**src/rtl/gray_counter.sv**
```systemverilog
// gray_counter: registered up/down counter exposing binary and Gray encodings,
// with parallel load in either encoding and a one-cycle boundary flag.
module gray_counter #(
  parameter int WIDTH = 4,
  parameter int WRAP  = 1
) (
  input  logic             clk,
  input  logic             rst,
  input  logic             en,
  input  logic             up_down,
  input  logic             load,
  input  logic             load_is_gray,
  input  logic [WIDTH-1:0] in_load,
  output logic [WIDTH-1:0] out_binary,
  output logic [WIDTH-1:0] out_gray,
  output logic             out_wrap
);
  logic [WIDTH-1:0] cnt_q, cnt_d, gray_q, gray_d, ld_bin, step;
  logic             wrap_q, wrap_d, bnd;
  // Gray-to-binary: each binary bit is the XOR of all Gray bits at or above it
  for (genvar i = 0; i < WIDTH; i++) begin : g_g2b
    assign ld_bin[i] = ^in_load[WIDTH-1:i];
  end
  always_comb begin
    bnd    = up_down ? &cnt_q : ~|cnt_q;
    step   = up_down ? cnt_q + WIDTH'(1) : cnt_q - WIDTH'(1);
    cnt_d  = load ? (load_is_gray ? ld_bin : in_load)
           : (en && !(bnd && WRAP == 0)) ? step : cnt_q;
    gray_d = cnt_d ^ (cnt_d >> 1);
    wrap_d = !load && en && bnd;
  end
  always_ff @(posedge clk or posedge rst)
    if (rst) begin
      cnt_q  <= '0;
      gray_q <= '0;
      wrap_q <= 1'b0;
    end else begin
      cnt_q  <= cnt_d;
      gray_q <= gray_d;
      wrap_q <= wrap_d;
    end
  assign out_binary = cnt_q;
  assign out_gray   = gray_q;
  assign out_wrap   = wrap_q;
endmodule
```
**config.mk**
```make
export PLATFORM = sky130hd
export DESIGN_NAME = gray_counter
export DESIGN_NICKNAME = d
export VERILOG_FILES = /design/src/rtl/gray_counter.sv
export SDC_FILE = /design/constraint.sdc
export NUM_CORES = 1
export LEC_CHECK = 0
export CORE_MARGIN = 8
export CORE_UTILIZATION = 43
export CTS_CLUSTER_SIZE = 28
export DETAILED_ROUTE_END_ITERATION = 12
export GPL_TIMING_DRIVEN = 0
export PLACE_DENSITY = 0.75
export SLEW_MARGIN = 10
export SYNTH_ARGS = -nofsm -noshare
export SYNTH_HDL_FRONTEND = slang
export SYNTH_SLANG_ARGS = --single-unit
export TNS_END_PERCENT = 100
```
**constraint.sdc**
```tcl
create_clock -name clk -period 1.8 [get_ports clk]
set_input_delay 0.36 -clock clk [delete_from_list [all_inputs] [get_ports clk]]
set_output_delay 0.36 -clock clk [all_outputs]
set_load 0.05 [all_outputs]
```
==> impl_metrics.toml <==
[status]
status = "completed"

[final_layout]
final_area_sq_um = 824.5
seq_area_sq_um = 203.9
antenna_cells = 0
layout-drive-gt1-share = 0.2436
fin_nets = 92
area_growth_pct = 40.81
multi_input_area_sq_um = 376.6
n_fill_cell = 118
postLayoutCoreUtil = 0.6417

[floorplan]
dieWidth_um = 52.90
initial_core_util = 0.4557
die_h_um = 52.90
row_count = 13
dieArea_sq_mm = 0.002798
io_pins = 19
core_area_sq_mm = 0.001285

[drt]
final_antenna_net_count = 0
drtIter0Drc = 11
via_per_inst = 5.237
vias = 487
drc = 0
firstDrtPassIters = 4
routed_wl_um = 1275
wire_per_inst_um = 13.71

[critical_path]
critical_path_buf_inv_count = 1
critPathMaxFanout = 1
cp-start-kind = "flip-flop"
startpoint = "out_gray[2]$_DFF_PP0_"
crit_path_top_delay_cell = "clkdlybuf4s50_1"
path_cells = "clkdlybuf4s50_1"
critPathMaxStageDelay_ps = 800
rrSetupSlack_ps = 80
worstPathRequired_ps = 1440
endpoint = "out_gray[2]"
arrival_ps = 1380
critical_path_class = "flip-flop to output pin"
cp.depth = 1
r2r_end = "out_gray[2]$_DFF_PP0_"
cpLargestDelayFamily = "buffers and inverters"
r2r_start = "out_binary[0]$_DFF_PP0_"
r2r_cells = 6
crit_path_end_kind = "output pin"

[placed_design]
place_area_sq_um = 782.0
dpl.hpwl_um = 945.1
globalplace.congestion = 0.7174
port-buffer-count = 17

[power_and_ir_drop]
ir_drop_uv = 438.3
fin_total_pwr_mw = 0.8998
cellLeakagePower_nw = 0.3552
power_density_mw_per_mm2 = 1091

[clock_tree]
cts_num_sinks = 8
ctsHtreeMaxLevel = 1
root_buffer = "clkbuf_4"
cts_tree = "built"
clkLatencyLatePin_ps = 250
numCtsBuffers = 3
post_cts.repair.setup_buffers = 0
clkTransAtPathRegs_ps = 60
cts_buffer_depth = 2

[timing]
max_clock_freq_ghz = 0.5758
min_period_ps = 1737
rsz0062_at_grt = "no"
slew_headroom = 0.6661
finClkSkew_ps = 1.091
finalHoldViolCount = 0
whs_ps = 345.5
finalMaxSlewViolations = 0
finalCritPeriodShare = 0.9648
worst_pin_slew_ps = 499.3
setup_viol = 0

[synthesis]
ys_seq_elements = 8
ys_seq_area_frac = 0.3419
syn_nets = 70
syn_inst = 57
synthFlopType = "dfrtp_1"
synth_area_sq_um = 585.6
syn_area_per_cell_sq_um = 10.27
synth_warnings = 0
synth_edf_count = 0
synthArstFlopShare = 1.000
ys_types = 31

[grt]
grt.overflow.total = 0
grtUsageTotal = 0.09665
grt_pass1_vias = 496
antenna_found_initial = 0
grt_max_degree = 11
grt_pass1_wl_um = 2063

[job]
drv_cap = 0

[min_path]
hold_path.class = "primary input to async pin"
## per-layer routing
| layer | vias up | GRT usage | share of wire |
|---|---|---|---|
| met5 | - | 0 | 0 |
| met4 | 0 | 0.07759 | 0.013 |
| met3 | 2 | 0.01120 | 0.050 |
| met2 | 14 | 0.1504 | 0.50 |
| met1 | 227 | 0.1164 | 0.43 |
| li1 | 244 | - | - |
## placed cells by master (no fill, tap or decap), drive strengths merged, types with 2 or more instances in the layout
master | Yosys | routed
nor3b | 2 | 2
a2bb2oi | 2 | 2
inv | 4 | 4
ha | 2 | 2
nor2 | 3 | 3
xor2 | 5 | 5
clkdlybuf4s50 | 0 | 10
clkbuf | 0 | 5
dlygate4sd2 | 0 | 4
nand2 | 3 | 3
dfrtp | 8 | 8
buf | 3 | 3
a21oi | 4 | 4
xnor2 | 3 | 3
## logic make-up after synthesis
kind of cell,Yosys count,share of synthesized area
muxes,1,0.01709
DFF,8,0.3419
buffers and inverters,7,0.05981
xor gates and xnor gates,9,0.1731
adders and majority gates,3,0.07692
AOI/OAI and AO/OA,11,0.1389
and+or+nand+nor,18,0.1923
## stage by stage
step	TNS [ps]	setup slack, ps	std cells
after floorplan	0	25.61	57
after global placement	-2321	-581.7	89
after detailed placement	-2489	-611.9	89
after CTS	0	16.20	93
after global routing	0	3.341	93
final	0	63.42	93
## cell usage after synthesis, drive strengths merged (2+ instances only)
cell type	n	area [sq um]
nor2	3	11.26
nor3b	2	15.01
xnor2	3	26.28
xor2	5	51.30
ha	2	25.02
a2bb2oi	2	17.52
dfrtp	8	200.2
inv	4	15.01
buf	3	20.01
nand2	3	11.26
a21oi	4	20.02
## final cells by class
class                           instances  area share
Timing Repair Buffer                   17      0.1988
Multi-Input combinational cell         42      0.4568
Buffer                                  3     0.02428
Sequential cell                         8      0.2473
Clock buffer                            4     0.03187
Inverter                                4     0.01821
Tap cell                               15     0.02276
## worst min path at each step
stage | start | endpoint | cells past startpoint
6_report | rst | out_wrap$_DFF_PP0_ | 2
3_3_place_gp | rst | out_gray[1]$_DFF_PP0_ | 2
2_1_floorplan | rst | out_binary[3]$_DFF_PP0_ | 1
3_5_place_dp | rst | out_gray[1]$_DFF_PP0_ | 2
5_1_grt | rst | out_wrap$_DFF_PP0_ | 2
4_1_cts | rst | out_wrap$_DFF_PP0_ | 2
## what timing repair did
action,CTS,global route
hold buffers,0,0
endpoints found under the setup margin,9,3
pin swaps,0,0
resized for setup,8,6
## flip-flops by register name, summed over array words and instances, names as in the netlist
register and cells:
out_binary 4, out_gray 3, out_wrap 1
## power by group
| group | internal, mW | switching [mW] | total [mW] |
|---|---|---|---|
| logic | 0.190 | 0.299 | 0.489 |
| clock network | 0.0850 | 0.0639 | 0.149 |
| registers | 0.224 | 0.0380 | 0.262 |
| total | 0.499 | 0.401 | 0.900 |
No activity file was read; power rests on OpenSTA's default activity.
